**src/rtl/alien_pixel_painter_if.sv**
```systemverilog
// Request/response bundle between the alien control FSM, the pixel painter
// and the VGA adapter. The controller side is the master; the painter is the slave.
interface alien_pixel_painter_if;
   logic       kill1, kill2, kill3, kill4, kill5;
   logic       moveDown;
   logic [7:0] alienTopX, alienBottomX;
   logic [6:0] alienTopY, alienBottomY;
   logic [7:0] x;
   logic [6:0] y;
   logic [2:0] colour;
   logic       plot;
   logic       cleared1, cleared2, cleared3, cleared4, cleared5;
   logic       clearedShift;
   logic       busy;

   modport master (
      output kill1, kill2, kill3, kill4, kill5, moveDown,
             alienTopX, alienTopY, alienBottomX, alienBottomY,
      input  x, y, colour, plot,
             cleared1, cleared2, cleared3, cleared4, cleared5, clearedShift, busy
   );

   modport slave (
      input  kill1, kill2, kill3, kill4, kill5, moveDown,
             alienTopX, alienTopY, alienBottomX, alienBottomY,
      output x, y, colour, plot,
             cleared1, cleared2, cleared3, cleared4, cleared5, clearedShift, busy
   );
endinterface

```
**src/rtl/alien_pixel_painter.sv**
```systemverilog
// Alien row painter: turns kill/moveDown pulses into one-pixel-per-clock VGA
// writes (initial row paint, rectangle erase, one-pixel row shift) and
// acknowledges each job with a single-cycle cleared pulse.
module alien_pixel_painter #(
   parameter logic [7:0] WIDTH     = 8'd12,
   parameter logic [6:0] HEIGHT    = 7'd10,
   parameter logic [7:0] GAP       = 8'd20,
   parameter logic [7:0] START_X   = 8'd10,
   parameter logic [6:0] START_Y   = 7'd10,
   parameter logic [2:0] ALIEN_COL = 3'b010,
   parameter logic [2:0] BG_COL    = 3'b000,
   parameter logic [6:0] Y_MAX     = 7'd119
) (
   input logic                  clk,
   input logic                  reset,
   alien_pixel_painter_if.slave bus
);
   typedef enum logic [2:0] {INIT_DRAW, IDLE, ERASE, SHIFT_ERASE, SHIFT_DRAW, DONE} state_t;

   typedef struct packed {
      logic [2:0] idx;
      logic [7:0] tx;
      logic [6:0] ty;
      logic [7:0] bx;
      logic [6:0] by;
   } kill_t;

   state_t     state, state_d;
   logic [7:0] cx, cx_d, xs, xs_d, xe, xe_d;
   logic [6:0] cy, cy_d, ye, ye_d, row_y, row_y_d;
   logic [2:0] colour, colour_d, ai, ai_d;
   logic [4:0] alive, alive_d, kvec;
   logic [5:0] done_sel, done_sel_d;
   logic       init_pend, init_pend_d, pk_v, pk_v_d, pd, pd_d;
   kill_t      pk, pk_d, new_k, sel_k;
   logic       new_v, plot, raster, line_done, start_kill, step_alien;
   logic [3:0] from_idx, nxt;
   logic [7:0] draw_y8, row_inc8;
   logic       draw_ok;

   function automatic logic [7:0] left_x(input logic [2:0] i);
      return START_X + 8'(i) * (WIDTH + GAP);
   endfunction

   // {found, index} of the first alive alien at or above 'from'
   function automatic logic [3:0] find_alive(input logic [4:0] a, input logic [3:0] from);
      logic [3:0] r;
      r = '0;
      for (int unsigned i = 0; i < 5; i++)
         if (!r[3] && i >= 32'(from) && a[i]) r = {1'b1, 3'(i)};
      return r;
   endfunction

   // State and datapath registers
   always_ff @(posedge clk or negedge reset) begin
      if (!reset) begin
         state     <= IDLE;
         init_pend <= 1'b1;
         cx        <= '0;
         cy        <= '0;
         xs        <= '0;
         xe        <= '0;
         ye        <= '0;
         colour    <= BG_COL;
         ai        <= '0;
         alive     <= '1;
         row_y     <= START_Y;
         done_sel  <= '0;
         pk_v      <= 1'b0;
         pk        <= '0;
         pd        <= 1'b0;
      end else begin
         state     <= state_d;
         init_pend <= init_pend_d;
         cx        <= cx_d;
         cy        <= cy_d;
         xs        <= xs_d;
         xe        <= xe_d;
         ye        <= ye_d;
         colour    <= colour_d;
         ai        <= ai_d;
         alive     <= alive_d;
         row_y     <= row_y_d;
         done_sel  <= done_sel_d;
         pk_v      <= pk_v_d;
         pk        <= pk_d;
         pd        <= pd_d;
      end
   end

   // Next-state, raster stepping, request capture and job dispatch
   always_comb begin
      state_d     = state;
      init_pend_d = init_pend;
      cx_d        = cx;
      cy_d        = cy;
      xs_d        = xs;
      xe_d        = xe;
      ye_d        = ye;
      colour_d    = colour;
      ai_d        = ai;
      alive_d     = alive;
      row_y_d     = row_y;
      done_sel_d  = done_sel;
      pk_v_d      = pk_v;
      pk_d        = pk;
      pd_d        = pd;
      start_kill  = 1'b0;
      step_alien  = 1'b0;
      sel_k       = pk;

      kvec  = {bus.kill5, bus.kill4, bus.kill3, bus.kill2, bus.kill1};
      new_v = |kvec;
      new_k = {3'd0, bus.alienTopX, bus.alienTopY, bus.alienBottomX, bus.alienBottomY};
      for (int unsigned i = 5; i > 0; i--)
         if (kvec[i-1]) new_k.idx = 3'(i-1);

      draw_y8  = {1'b0, row_y} + {1'b0, HEIGHT} + 8'd1;
      draw_ok  = draw_y8 <= {1'b0, Y_MAX};
      row_inc8 = {1'b0, row_y} + 8'd1;
      from_idx = (state == IDLE) ? 4'd0 : {1'b0, ai} + 4'd1;
      nxt      = find_alive(alive, from_idx);

      // Requests arriving while occupied wait in the single-entry slots
      if (new_v && !pk_v) begin
         pk_v_d = 1'b1;
         pk_d   = new_k;
      end
      if (bus.moveDown) pd_d = 1'b1;

      raster = state inside {INIT_DRAW, ERASE, SHIFT_ERASE, SHIFT_DRAW};
      plot   = raster;
      if (raster) begin
         if (cx != xe) cx_d = cx + 8'd1;
         else if (cy != ye) begin
            cx_d = xs;
            cy_d = cy + 7'd1;
         end
      end
      line_done = raster && (cx == xe) && (cy == ye);

      case (state)
         IDLE: begin
            if (init_pend) begin
               init_pend_d = 1'b0;
               state_d     = INIT_DRAW;
               ai_d        = '0;
               cx_d        = left_x(3'd0);
               xs_d        = left_x(3'd0);
               xe_d        = left_x(3'd0) + WIDTH;
               cy_d        = row_y;
               ye_d        = row_y + HEIGHT;
               colour_d    = ALIEN_COL;
            end else if (pk_v || new_v) begin
               // A served pending kill frees its slot for this cycle's request
               start_kill = 1'b1;
               sel_k      = pk_v ? pk : new_k;
               pk_v_d     = pk_v && new_v;
               pk_d       = new_k;
            end else if (pd || bus.moveDown) begin
               pd_d       = pd && bus.moveDown;
               done_sel_d = 6'b100000;
               step_alien = 1'b1;
            end
         end
         INIT_DRAW: if (line_done) begin
            if (ai == 3'd4) state_d = IDLE;
            else begin
               ai_d = ai + 3'd1;
               cx_d = left_x(ai + 3'd1);
               xs_d = left_x(ai + 3'd1);
               xe_d = left_x(ai + 3'd1) + WIDTH;
               cy_d = row_y;
               ye_d = row_y + HEIGHT;
            end
         end
         ERASE: if (line_done) state_d = DONE;
         SHIFT_ERASE: if (line_done) begin
            if (draw_ok) begin
               state_d  = SHIFT_DRAW;
               cx_d     = xs;
               cy_d     = draw_y8[6:0];
               ye_d     = draw_y8[6:0];
               colour_d = ALIEN_COL;
            end else step_alien = 1'b1;
         end
         SHIFT_DRAW: if (line_done) step_alien = 1'b1;
         DONE: begin
            state_d = IDLE;
            if (done_sel[5] && row_inc8 <= {1'b0, Y_MAX - HEIGHT}) row_y_d = row_inc8[6:0];
         end
         default: state_d = IDLE;
      endcase

      if (start_kill) begin
         alive_d[sel_k.idx] = 1'b0;
         done_sel_d         = 6'd1 << sel_k.idx;
         if (sel_k.bx < sel_k.tx || sel_k.by < sel_k.ty) state_d = DONE;
         else begin
            state_d  = ERASE;
            cx_d     = sel_k.tx;
            cy_d     = sel_k.ty;
            xs_d     = sel_k.tx;
            xe_d     = sel_k.bx;
            ye_d     = sel_k.by;
            colour_d = BG_COL;
         end
      end

      if (step_alien) begin
         if (nxt[3]) begin
            state_d  = SHIFT_ERASE;
            ai_d     = nxt[2:0];
            cx_d     = left_x(nxt[2:0]);
            xs_d     = left_x(nxt[2:0]);
            xe_d     = left_x(nxt[2:0]) + WIDTH;
            cy_d     = row_y;
            ye_d     = row_y;
            colour_d = BG_COL;
         end else state_d = DONE;
      end
   end

   assign bus.x            = cx;
   assign bus.y            = cy;
   assign bus.colour       = colour;
   assign bus.plot         = plot;
   assign bus.cleared1     = (state == DONE) && done_sel[0];
   assign bus.cleared2     = (state == DONE) && done_sel[1];
   assign bus.cleared3     = (state == DONE) && done_sel[2];
   assign bus.cleared4     = (state == DONE) && done_sel[3];
   assign bus.cleared5     = (state == DONE) && done_sel[4];
   assign bus.clearedShift = (state == DONE) && done_sel[5];
   assign bus.busy         = (state != IDLE) || init_pend || pk_v || pd;
endmodule

```
**src/flat_wrapper.sv**
```systemverilog
// flat-port wrapper written by rule: the top's interface ports become plain ports
module alien_pixel_painter_flat 
#(
   parameter logic [7:0] WIDTH     = 8'd12,
   parameter logic [6:0] HEIGHT    = 7'd10,
   parameter logic [7:0] GAP       = 8'd20,
   parameter logic [7:0] START_X   = 8'd10,
   parameter logic [6:0] START_Y   = 7'd10,
   parameter logic [2:0] ALIEN_COL = 3'b010,
   parameter logic [2:0] BG_COL    = 3'b000,
   parameter logic [6:0] Y_MAX     = 7'd119
)
  (clk, reset, bus_kill1, bus_kill2, bus_kill3, bus_kill4, bus_kill5, bus_moveDown, bus_alienTopX, bus_alienTopY, bus_alienBottomX, bus_alienBottomY, bus_x, bus_y, bus_colour, bus_plot, bus_cleared1, bus_cleared2, bus_cleared3, bus_cleared4, bus_cleared5, bus_clearedShift, bus_busy);
  alien_pixel_painter_if bus_i ();
  input logic clk;
  input logic reset;
  input wire logic [$bits(bus_i.kill1)-1:0] bus_kill1;
  input wire logic [$bits(bus_i.kill2)-1:0] bus_kill2;
  input wire logic [$bits(bus_i.kill3)-1:0] bus_kill3;
  input wire logic [$bits(bus_i.kill4)-1:0] bus_kill4;
  input wire logic [$bits(bus_i.kill5)-1:0] bus_kill5;
  input wire logic [$bits(bus_i.moveDown)-1:0] bus_moveDown;
  input wire logic [$bits(bus_i.alienTopX)-1:0] bus_alienTopX;
  input wire logic [$bits(bus_i.alienTopY)-1:0] bus_alienTopY;
  input wire logic [$bits(bus_i.alienBottomX)-1:0] bus_alienBottomX;
  input wire logic [$bits(bus_i.alienBottomY)-1:0] bus_alienBottomY;
  output wire logic [$bits(bus_i.x)-1:0] bus_x;
  output wire logic [$bits(bus_i.y)-1:0] bus_y;
  output wire logic [$bits(bus_i.colour)-1:0] bus_colour;
  output wire logic [$bits(bus_i.plot)-1:0] bus_plot;
  output wire logic [$bits(bus_i.cleared1)-1:0] bus_cleared1;
  output wire logic [$bits(bus_i.cleared2)-1:0] bus_cleared2;
  output wire logic [$bits(bus_i.cleared3)-1:0] bus_cleared3;
  output wire logic [$bits(bus_i.cleared4)-1:0] bus_cleared4;
  output wire logic [$bits(bus_i.cleared5)-1:0] bus_cleared5;
  output wire logic [$bits(bus_i.clearedShift)-1:0] bus_clearedShift;
  output wire logic [$bits(bus_i.busy)-1:0] bus_busy;
  assign bus_i.kill1 = bus_kill1;
  assign bus_i.kill2 = bus_kill2;
  assign bus_i.kill3 = bus_kill3;
  assign bus_i.kill4 = bus_kill4;
  assign bus_i.kill5 = bus_kill5;
  assign bus_i.moveDown = bus_moveDown;
  assign bus_i.alienTopX = bus_alienTopX;
  assign bus_i.alienTopY = bus_alienTopY;
  assign bus_i.alienBottomX = bus_alienBottomX;
  assign bus_i.alienBottomY = bus_alienBottomY;
  assign bus_x = bus_i.x;
  assign bus_y = bus_i.y;
  assign bus_colour = bus_i.colour;
  assign bus_plot = bus_i.plot;
  assign bus_cleared1 = bus_i.cleared1;
  assign bus_cleared2 = bus_i.cleared2;
  assign bus_cleared3 = bus_i.cleared3;
  assign bus_cleared4 = bus_i.cleared4;
  assign bus_cleared5 = bus_i.cleared5;
  assign bus_clearedShift = bus_i.clearedShift;
  assign bus_busy = bus_i.busy;
  alien_pixel_painter #(.WIDTH(WIDTH), .HEIGHT(HEIGHT), .GAP(GAP), .START_X(START_X), .START_Y(START_Y), .ALIEN_COL(ALIEN_COL), .BG_COL(BG_COL), .Y_MAX(Y_MAX)) u_core (.clk(clk), .reset(reset), .bus(bus_i));
endmodule
```
**config.mk**
```make
export PLATFORM = sky130hd
export DESIGN_NAME = alien_pixel_painter_flat
export DESIGN_NICKNAME = d
export VERILOG_FILES = /design/src/rtl/alien_pixel_painter_if.sv /design/src/rtl/alien_pixel_painter.sv /design/src/flat_wrapper.sv
export SDC_FILE = /design/constraint.sdc
export NUM_CORES = 1
export LEC_CHECK = 0
export CAP_MARGIN = 20
export CORE_MARGIN = 2
export CORE_UTILIZATION = 35
export DETAILED_ROUTE_END_ITERATION = 16
export PLACE_DENSITY_LB_ADDON = 0.25
export SYNTH_ARGS = -nofsm -noshare
export SYNTH_HDL_FRONTEND = slang
export SYNTH_SLANG_ARGS = --single-unit
```
**constraint.sdc**
```tcl
create_clock -name clk -period 3.5 [get_ports clk]
set_input_delay 0.7 -clock clk [delete_from_list [all_inputs] [get_ports clk]]
set_output_delay 0.7 -clock clk [all_outputs]
set_load 0.01 [all_outputs]
```
**Word-level counts from Yosys, hierarchy flattened**

Cells that the tools add are included.
Widths: inputs -> output; s select.

- Bits in registers: 101
- Latch bits: 0
- Memory bits (writable): 0
- Memory bits (read-only): 0
- Input bits: 38
- Output and inout port bits: 26
- Word-level logic and storage cells: 228
- Memories: 0

- Add/sub/neg operators: 12
- Multiply operators: 0
- Divide/modulo/power cells: 0
- Magnitude comparators: 11
- Equal/unequal tests: 20
- Shifts and indexed selects: 1
- Muxes and demuxes: 122
- Bitwise gates (word level): 2
- Reduce and logical (&&, ||, !) cells: 41

Operators by type and width:

| cell | count |
|---|---|
| $mux 33 | 8 |
| $mux 8 | 26 |
| $mux 7 | 21 |
| $mux 3 | 27 |
| $pmux 7 s3 | 2 |
| $pmux 8 s2 | 2 |
| $mux 6 | 5 |
| $mux 4 | 6 |
| $pmux 8 s3 | 1 |
| $logic_and 1x1->1 | 22 |
| $ne 4x1->1 const B | 5 |
| $mux 1 | 19 |
| $add 4x8->8 const A | 2 |
| $add 8x1->8 const B | 2 |
| $add 8x4->8 const B | 2 |
| $le 8x7->1 const B | 2 |
| $pmux 3 s5 | 1 |
| $pmux 3 s2 | 2 |
| $eq 3x3->1 const B | 3 |
| $add 7x1->8 const B | 1 |
| $add 7x4->8 const B | 1 |
| $eq 8x8->1 | 1 |
| $ge 1x4->1 const A | 2 |
| $ge 2x4->1 const A | 2 |
| other kinds (32) | 44 |

**Longest topological paths before layout**

- Depth after elaboration: 25
- Depth in mapped cells: 19
- Mapped depth without buffers: 13

**Worst setup path after synthesis**

No wires, ideal clock.

- Kind: input-to-reg
- From: input bus_kill4
- To: register u_core.cy[2], in the netlist u_core.bus.y[2]
- Setup time: 133 ps
- Arrival: 3,805 ps
- Required time: 3,367 ps
- Path slack: -438 ps
- Stages: 15
- Path buffers: 4
- Cells stage by stage: or4_1 > buf_2 > o211a_1 > buf_6 > clkbuf_1 > mux2i_1 > ha_1 > a21o_1 > a21o_1 > a221oi_1 > a31oi_1 > o21a_4 > buf_6 > a2111oi_1 > o31ai_1

- Word-level cells in the longest chain between the ends: 11
- Elaborated cells between the ends (all ways): 18
- Classes of those cells: order compare: 2; mux: 13; reduce/logical: 3

RTL lines:

| what | RTL line | source |
|---|---|---|
| start, declared | flat_wrapper.sv:20 | `input wire logic [$bits(bus_i.kill4)-1:0] bus_kill4;` |
| $reduce_or 5->1 * | alien_pixel_painter.sv:113 | `new_v = \|kvec;` |
| $logic_or 1x1->1 * | alien_pixel_painter.sv:154 | `end else if (pk_v \|\| new_v) begin` |
| $mux 33 | alien_pixel_painter.sv:154 |  |
| $mux 33 | alien_pixel_painter.sv:144 | `if (init_pend) begin` |
| $mux 33 | alien_pixel_painter.sv:142 | `case (state)` |
| $lt 8x8->1 / $lt 7x7->1 (equally long branches) | alien_pixel_painter.sv:198 | `if (sel_k.bx < sel_k.tx \|\| sel_k.by < sel_k.ty) state_d = DONE;` |
| $logic_or 1x1->1 | alien_pixel_painter.sv:198 |  |
| $mux 7 | alien_pixel_painter.sv:198 |  |
| $mux 7 | alien_pixel_painter.sv:195 | `if (start_kill) begin` |
| $mux 7 | alien_pixel_painter.sv:211 | `if (nxt[3]) begin` |
| $mux 7 * | alien_pixel_painter.sv:210 | `if (step_alien) begin` |
| via u_core.cy_d[2] | alien_pixel_painter.sv:30 | `logic [6:0] cy, cy_d, ye, ye_d, row_y, row_y_d;` |
| end signal, assigned | alien_pixel_painter.sv:76 | `cy <= cy_d;` |
| end, declared | alien_pixel_painter.sv:30 |  |

Mark *: on every way through the listed nets, which the timed path passes. The rest lies on a longest branch.
A chain may end at the register's enable or synchronous reset.

**Worst setup path in the final report**

- From: input bus_kill1
- To: register u_core.ye[0]

- Word-level cells in the longest chain between the ends: 11
- Elaborated cells between the ends (all ways): 18
- Classes of those cells: order compare: 2; mux: 13; reduce/logical: 3

RTL lines:

| what | RTL line | source |
|---|---|---|
| start, declared | flat_wrapper.sv:17 | `input wire logic [$bits(bus_i.kill1)-1:0] bus_kill1;` |
| $reduce_or 5->1 * | alien_pixel_painter.sv:113 |  |
| $logic_or 1x1->1 * | alien_pixel_painter.sv:154 |  |
| $mux 33 | alien_pixel_painter.sv:154 |  |
| $mux 33 | alien_pixel_painter.sv:144 |  |
| $mux 33 | alien_pixel_painter.sv:142 |  |
| $lt 8x8->1 / $lt 7x7->1 (equally long branches) | alien_pixel_painter.sv:198 |  |
| $logic_or 1x1->1 | alien_pixel_painter.sv:198 |  |
| $mux 7 | alien_pixel_painter.sv:198 |  |
| $mux 7 | alien_pixel_painter.sv:195 |  |
| $mux 7 | alien_pixel_painter.sv:211 |  |
| $mux 7 * | alien_pixel_painter.sv:210 |  |
| via u_core.ye_d[0] | alien_pixel_painter.sv:30 |  |
| end signal, assigned | alien_pixel_painter.sv:79 | `ye <= ye_d;` |
| end, declared | alien_pixel_painter.sv:30 |  |

Marked as above.

==> impl_metrics.py <==
metrics = {
    "drt": {
        "wl_mm": 21.64,
        "initialDrtViolationCount": 506,
        "wire_per_inst_um": 18.40,
        "antenna_left": 0,
        "drt-pass1-iter-count": 5,
        "viasPerCell": 5.465,
        "vias": 6427,
        "drc": 0,
    },
    "floorplan": {
        "start_util_pct": 35.97,
        "io_pins": 64,
        "core_area_mm2": 0.01883,
        "fp.dieW_um": 143.1,
        "die_h_um": 143.1,
        "dieArea_mm2": 0.02048,
        "rows": 50,
    },
    "clock_network": {
        "h-tree-depth": 3,
        "cts_root_buf": "clkbuf_16",
        "cts_sinks": 101,
        "cts_max_path_buffers": 2,
        "clk_latency_ns": 0.36,
        "tritoncts": "yes",
        "clk_pin_slew_worst_paths_ns": 0.07,
        "cts_buffers": 9,
        "postCtsHoldBufs": 0,
    },
    "critical_path": {
        "critPathMaxFanout": 5,
        "crit_start": "bus_kill1",
        "path_cells": "buf_6 > or4_4 > o211a_4 > buf_12 > mux2i_2 > ha_1 > a21o_1 > a21o_1 > a221oi_2 > a31oi_2 > o21a_2 > buf_4 > buf_4 > and3_4 > a221oi_2",
        "cp_data_required_time_ns": 3.76,
        "reg2regPathDepth": 15,
        "r2r_setup_slack_ns": -0.08,
        "max_stage_delay_ns": 0.56,
        "critPathKind": "input pin to flop",
        "reg2reg_from": "u_core.state[0]",
        "crit_path_end_kind": "flop",
        "cp-start-kind": "input pin",
        "crit_slowest_cell": "or4_4",
        "crit_arrival_ns": 3.87,
        "rr_endpoint": "u_core.ye[0]",
    },
    "power_and_ir_drop": {
        "leakage_nw": 3.908,
        "ir_worst_vdd_uv": 373.8,
        "power_density_mw_per_mm2": 803.1,
    },
    "run": {
        "max-cap-violations": 0,
    },
    "global_routing": {
        "grt_overflow": 0,
        "grt_pass1_vias": 6185,
        "grt_util_all_layers_pct": 21.23,
        "grt_max_degree": 61,
        "antenna_found_initial": 0,
        "grt_pass1_wl_mm": 33.78,
    },
    "synthesis": {
        "yosysMostFrequentCell": "nand2_1",
        "synth_seq_area_share_pct": 37.48,
        "synth.top_cells.by_count": "nand2_1, dfrtp_1, nor2_1",
        "synth_area_leaders": "dfrtp_1, nand2_1, mux2_2, o21ai_0, ha_1",
        "netlist_instances": 777,
        "syn_nets": 836,
        "synth_top_cell_area_share_pct": 33.99,
        "syn-mean-instance-area_um2": 8.717,
        "synth_warnings": 0,
        "synth-main-ff-cell": "dfrtp_1",
        "netlist_area_mm2": 0.006773,
        "synth_top_area_cell": "dfrtp_1",
        "synth_seq_cells": 101,
        "async_flop_share_pct": 100.0,
        "ys_types": 77,
        "synth-edff-count": 0,
    },
    "sta": {
        "rsz0062_at_grt": "yes",
        "slew_viol_final": 0,
        "worst_slack_ns": -0.1170,
        "finalSetupTns_ns": -0.7726,
        "finalClockSkew_ns": 0.009619,
        "setup_viol": 21,
        "worst_pin_slew_ns": 0.6642,
        "fmax_mhz": 276.5,
        "hold_violations": 0,
        "slew_headroom_pct": 55.25,
        "post-route-min-period_ns": 3.617,
        "timing.final.crit_share_pct": 103.3,
    },
    "finish": {
        "syn2layout_area_growth_pct": 36.97,
        "drive_above_1_share_pct": 27.95,
        "nets": 970,
        "final_core_util_pct": 49.26,
        "diodes": 0,
        "nFillCells": 1770,
    },
    "worst_hold_path": {
        "hp-class": "input pin to async pin",
    },
    "placed_design": {
        "gp_congestion": 0.8837,
        "port_buffers": 63,
        "hpwl_mm": 15.35,
    },
    "run_status": {
        "violations": "negative setup slack",
        "status": "finished, violations left",
    },
}
[cell type report]
| cell class | count | area [um2] | share of cell area [%] |
|---|---|---|---|
| Clock buffer | 11 | 242.7 | 2.617 |
| Clock inverter | 5 | 81.33 | 0.8767 |
| Inverter | 19 | 71.32 | 0.7688 |
| Multi-Input combinational cell | 612 | 4394 | 47.37 |
| Sequential cell | 101 | 2539 | 27.37 |
| Tap cell | 260 | 325.3 | 3.507 |
| Timing Repair Buffer | 168 | 1623 | 17.49 |
[placed cells by master, fill, tap and decap left out, drive strengths merged, types with 13 or more instances in the layout]
master         instances
clkdlybuf4s50         57
dfrtp                 92
mux2i                 16
clkbuf                13
ha                    21
mux2                  34
nand3                 18
and3                  17
xnor2                 29
a21oi                 48
and2                  13
buf                  108
nor2                  61
nor3                  16
inv                   20
nand2                117
o21ai                 65
[how the worst max path moves through the flow]
| stage | endpoint | depth (start not counted) |
|---|---|---|
| 2_1_floorplan | u_core.xs[1] | 17 |
| 3_3_place_gp | u_core.bus.x[7] | 14 |
| 3_5_place_dp | u_core.ye[4] | 15 |
| 4_1_cts | u_core.bus.colour[0] | 15 |
| 5_1_grt | u_core.ye[0] | 15 |
| 6_report | u_core.ye[0] | 15 |
[through the flow]
stage	power, mW	worst slack, ns	instances	cell area [um2]	hold slack [ns]
finish	7.450	-0.1170	1176	9276	0.3272
global route	7.920	-0.2258	1176	9276	0.3767
CTS	7.159	-0.1051	1172	9019	0.3615
detailed placement	5.616	-0.9465	1141	8275	0.4612
global placement	5.579	-0.8772	1141	8275	0.4548
floorplan	4.253	-0.2329	777	6889	0.4044
[power by group]
part / internal, mW / leakage (nW) / switching, mW / total, mW
sequential: 1.58 / 1.23 / 0.342 / 1.92
clock: 0.649 / 0.156 / 0.479 / 1.13
combinational: 2.17 / 2.53 / 2.24 / 4.40
total: 4.39 / 3.91 / 3.06 / 7.45
[registers in the layout, indices dropped and copies added (netlist names)]
| name | flops |
|---|---|
| u_core.done_sel | 6 |
| u_core.ye | 7 |
| u_core.row_y | 7 |
| u_core.bus.x | 8 |
| u_core.pk_v | 1 |
| u_core.state | 3 |
| u_core.alive | 5 |
| u_core.xe | 8 |
| u_core.pd | 1 |
| u_core.pk | 33 |
| u_core.xs | 8 |
| u_core.bus.colour | 3 |
| u_core.bus.y | 7 |
| u_core.init_pend | 1 |
| u_core.ai | 3 |
[repair_timing]
action                                  CTS  global route
buffers inserted                         13             2
resized for setup                        74            41
pin swaps                                22            22
endpoints found under the setup margin   44            44
gates cloned                              3             2
[worst max-delay path: cells and delay by family]
kind	cells	cell delay, ns
AO/OA/AOI/OAI	7	1.49
AND/OR/NAND/NOR	2	0.71
buffers and inverters	4	0.51
adder cells (fa/ha/maj)	1	0.32
multiplexers	1	0.15
[layer usage]
layer | part of all wire [%] | vias up | GRT usage, %
met1 | 45 | 3141 | 29.48
met3 | 4.7 | 32 | 2.783
li1 | - | 3076 | -
met2 | 49 | 178 | 34.63
met5 | 0 | - | 0
met4 | 1.8 | 0 | 6.149
[logic make-up after synthesis]
group	share of synthesized area [%]
AOI/OAI and AO/OA	20.99
and+or+nand+nor	20.49
xor gates and xnor gates	4.397
buffers and inverters	4.489
adders and majority gates	4.027
DFF	37.48
muxes	8.129
Power figures use the tool's default switching activity.
==> RTL change 1, RTL diff (config.mk and constraints unchanged) <==
Put a register stage on the output `bus.cleared1`. The value now appears one clock later.
--- a/src/rtl/alien_pixel_painter.sv
+++ b/src/rtl/alien_pixel_painter.sv
@@ -226,5 +226,7 @@
    assign bus.colour       = colour;
    assign bus.plot         = plot;
-   assign bus.cleared1     = (state == DONE) && done_sel[0];
+   always_ff @(posedge clk) begin
+      bus.cleared1 <= (state == DONE) && done_sel[0];
+   end
    assign bus.cleared2     = (state == DONE) && done_sel[1];
    assign bus.cleared3     = (state == DONE) && done_sel[2];
Formal check against the unedited RTL: no difference found for any inputs over 4 cycles, from zero or initial values and one cycle with reset low; that may be too few to reach the edited logic, so the function may still have changed.
==> RTL change 1 against the original RTL <==
- the flow still finishes with violations (negative setup slack)
- die area is 2.5% lower
- utilization is 1.3 points higher
- final cell count is 2.4% lower
- sequential cell count is 1 higher
- via count is 2.4% lower
- routed wire length is 5.3% lower
- critical endpoint is now u_core.ye[1]
- worst setup slack worse by 0.12 ns
- power is 4.2% higher
- area after synthesis is 2.5% lower
- global-route usage is 0.58 points lower
- final area is 1.2% higher
==> RTL change 1: results (changes against the original RTL) <==
[layout]
layout-drive-gt1-share=0.299  ; was 0.279
nFillCells=1653  ; was 1770
final_cells=1148  ; was 1176
layout.nets=968  ; was 970

[routing]
wl_um=20500  ; was 21600 um
drtIter0Drc=475  ; was 506
num_vias=6273  ; was 6427

[setup_path]
worstReg2RegEnd=u_core.ye[1]  ; was u_core.ye[0]
crit_slowest_cell=or4b_4  ; was or4_4
worstPathArrival_ns=4.00  ; was 3.87 ns
max_stage_delay_ns=0.54  ; was 0.56 ns

[timing]
whs_ns=0.375  ; was 0.327 ns
clock_skew_ns=0.00702  ; was 0.00962 ns
setup_viol=44  ; was 21
slew_headroom=0.306  ; was 0.553
finalWorstSetupSlack_ns=-0.241  ; was -0.117 ns
fin_setup_tns_ns=-4.78  ; was -0.773 ns

[global_routing]
grt_pass1_vias=6063  ; was 6185
grt_pass1_wl_um=32500  ; was 33800 um
grt_use_met2=0.331  ; was 0.346
grt_max_degree=54  ; was 61
grt_use_met1=0.289  ; was 0.295

[synthesis]
synth_commonest_cells=122 x nand2_1, 92 x dfrtp_1, 56 x nor2_1  ; was 117 x nand2_1, 92 x dfrtp_1, 59 x nor2_1
synthCells=760  ; was 777
synthTopCellsByArea=dfrtp_1 35%, nand2_1 6.9%, mux2_2 5.5%  ; was dfrtp_1 34%, nand2_1 6.5%, mux2_2 5.3%
ys_seq_area_frac=0.388  ; was 0.375
synthArstFlopShare=0.990  ; was 1.00
ys_types=70  ; was 77

[clock_network]
cts_resized=66  ; was 74
cts_setup_buffers=12  ; was 13

[placement]
place_area_um2=8210  ; was 8280 um2
hpwl_um=14700  ; was 15400 um
gp_congestion=0.853  ; was 0.884
dp_cells=1109  ; was 1141

[status]
status=finished with violations  ; unchanged
violations=negative setup slack  ; unchanged

[power]
power_leakage_nw=3.99  ; was 3.91 nW

RTL change 1: cell types whose count changed in the layout (fill, tap and decap cells not counted), sizes merged, moves of 4 or more:
| cell | unedited run | this run |
|---|---|---|
| and3 | 17 | 12 |
| nor2 | 61 | 56 |
| a21oi | 48 | 43 |
| xnor2 | 29 | 16 |
| o21ai | 65 | 53 |
| a221oi | 10 | 6 |
| buf | 108 | 117 |
| nand2 | 117 | 122 |
| xor2 | 5 | 14 |
RTL change 1: power by group through the flow:
stage                     clock [mW]  combinational [mW]  sequential (mW)
after floorplan                    0                2.22             1.92
after global placement             0                3.62             1.98
after detailed placement           0                3.65             1.99
after CTS                       1.10                4.18             1.98
after global routing            1.14                5.07             2.07
final                           1.08                4.66             2.02
RTL change 1: layout make-up:
type | instances | area [um2] | area share
clock buffer | 10 | 239 | 0.0255
clock inverter | 6 | 68.8 | 0.00733
inverter | 20 | 75.1 | 0.00800
multi-input combinational | 596 | 4380 | 0.467
sequential | 102 | 2560 | 0.273
tap | 234 | 293 | 0.0312
timing repair buffer | 180 | 1770 | 0.189
RTL change 1: logic make-up (layout without fill, tap and decap cells):
logic type               after synthesis  in the layout  synth area share
AND/OR/NAND/NOR                      291            291             0.209
AO/OA/AOI/OAI                        201            201             0.201
flip-flops                           102            102             0.388
buffers and inverters                 62            216            0.0366
multiplexers                          51             51            0.0834
XOR/XNOR                              30             30            0.0398
adder cells (fa/ha/maj)               23             23            0.0428
RTL change 1: routing by layer:
| layer | routed length, um | up-vias | share of wire |
|---|---|---|---|
| li1 | - | 3049 | - |
| met4 | 368 | 0 | 0.018 |
| met2 | 9550 | 165 | 0.47 |
| met3 | 894 | 30 | 0.044 |
| met5 | 0 | - | 0 |
| met1 | 9700 | 3029 | 0.47 |
==> RTL change 2, RTL diff (config.mk and constraints unchanged) <==
Without the edit above. `START_X` is set to 8'd10 in 2 places; all go to 8'd5.
--- a/src/rtl/alien_pixel_painter.sv
+++ b/src/rtl/alien_pixel_painter.sv
@@ -6,5 +6,5 @@
    parameter logic [6:0] HEIGHT    = 7'd10,
    parameter logic [7:0] GAP       = 8'd20,
-   parameter logic [7:0] START_X   = 8'd10,
+   parameter logic [7:0] START_X   = 8'd5,
    parameter logic [6:0] START_Y   = 7'd10,
    parameter logic [2:0] ALIEN_COL = 3'b010,
--- a/src/flat_wrapper.sv
+++ b/src/flat_wrapper.sv
@@ -5,5 +5,5 @@
    parameter logic [6:0] HEIGHT    = 7'd10,
    parameter logic [7:0] GAP       = 8'd20,
-   parameter logic [7:0] START_X   = 8'd10,
+   parameter logic [7:0] START_X   = 8'd5,
    parameter logic [6:0] START_Y   = 7'd10,
    parameter logic [2:0] ALIEN_COL = 3'b010,
Check against the original RTL: not equivalent (Yosys sat finds a counterexample within 4 cycles, from zero or initial values and one cycle with reset low).
==> RTL change 2 against the original RTL <==
- the flow still finishes with violations (negative setup slack)
- area after synthesis decreased by 3.9%
- largest cell class unchanged
- largest power group unchanged
- final area increased by 0.50%
- clock skew decreased by 0.0020 ns
- power increased by 4.7%
- sequential cell count unchanged
- routed wire length decreased by 6.0%
- worst setup slack got worse by 0.037 ns
==> RTL change 2: results (changes against the original RTL) <==
[status]
status=finished with violations  ; unchanged
violations=negative setup slack  ; unchanged

[timing]
finalWorstSetupSlack_ns=-0.154  ; was -0.117 ns
clock_skew_ns=0.00763  ; was 0.00962 ns
fin_setup_tns_ns=-3.52  ; was -0.773 ns
setup_viol=43  ; was 21
slew_headroom=0.397  ; was 0.553
whs_ns=0.334  ; was 0.327 ns

[placement]
gp_congestion=0.929  ; was 0.884
dp_cells=1065  ; was 1141
place_area_um2=8020  ; was 8280 um2
hpwl_um=14300  ; was 15400 um

[routing]
wl_um=20400  ; was 21600 um
routedWlPerCell_um=18.3  ; was 18.4 um
num_vias=6109  ; was 6427

[power]
p_seq_frac=0.263  ; was 0.258
power_leakage_nw=3.94  ; was 3.91 nW
p_sw_frac=0.389  ; was 0.410

[synthesis]
synthTopCellsByArea=dfrtp_1 35%, mux2_2 5.4%, nand2_1 5.2%  ; was dfrtp_1 34%, nand2_1 6.5%, mux2_2 5.3%
synth_nets=783  ; was 836
ys_types=66  ; was 77

[setup_path]
startpoint=bus_kill4  ; was bus_kill1
r2r_setup_slack_ns=-0.05  ; was -0.08 ns

[global_routing]
grt_use_total=0.206  ; was 0.212

[layout]
layout-drive-gt1-share=0.308  ; was 0.279
nFillCells=1634  ; was 1770
layout.nets=939  ; was 970

[RTL change 2: kinds of logic after synthesis]
| family | count (synthesis) | share of synthesized area |
|---|---|---|
| and+or+nand+nor | 246 | 0.183 |
| AOI/OAI and AO/OA | 214 | 0.220 |
| DFF | 101 | 0.390 |
| adders and majority gates | 22 | 0.0423 |
| muxes | 49 | 0.0813 |
| buffers and inverters | 57 | 0.0377 |
| xor gates and xnor gates | 34 | 0.0457 |
[RTL change 2: final timing paths]
check / cells past startpoint / end
worst min-delay path: 1 / u_core.pk[13]
max in group asynchronous: 2 / u_core.row_y[1]
worst min register to register: 2 / u_core.done_sel[4]
worst max register to register: 17 / u_core.bus.y[2]
worst max-delay path: 17 / u_core.bus.y[2]
min in group clk: 2 / u_core.done_sel[4]
[RTL change 2: power by group through the flow]
stage,registers [mW],clock network [mW],logic [mW]
floorplan,1.94,0,2.27
global placement,2.02,0,3.52
detailed placement,2.02,0,3.55
CTS,2.02,1.18,4.10
global route,2.10,1.22,4.97
finish,2.05,1.16,4.60
[RTL change 2: metal layers]
layer | part of all wire | GRT usage
met3 | 0.036 | 0.0315
met5 | 0 | 0
met1 | 0.47 | 0.285
met2 | 0.47 | 0.330
met4 | 0.023 | 0.0696
[RTL change 2: final cells by class]
class                   instances  area, um2  share of cell area
multi-input cells             565       4280               0.459
well taps                     229        287              0.0307
inverters                      16       60.1             0.00644
flip-flops and latches        101       2540               0.272
clock inverters                 4       76.3             0.00819
clock buffers                  12        267              0.0286
repair buffers                186       1810               0.194
[RTL change 2: repair_timing]
| action | 4_1_cts | 5_1_grt |
|---|---|---|
| setup endpoints to repair | 44 | 44 |
| resized for setup | 92 | 69 |
| pin swaps | 32 | 36 |
| cloned | 3 | 0 |
| buffers inserted | 21 | 9 |
[RTL change 2: worst max-delay path, delay by kind of cell]
| family | cells | cell delay (ns) |
|---|---|---|
| mux | 1 | 0.18 |
| compound gates | 9 | 1.60 |
| fa+ha+maj | 1 | 0.19 |
| simple gates | 1 | 0.56 |
| buf+inv | 5 | 0.66 |
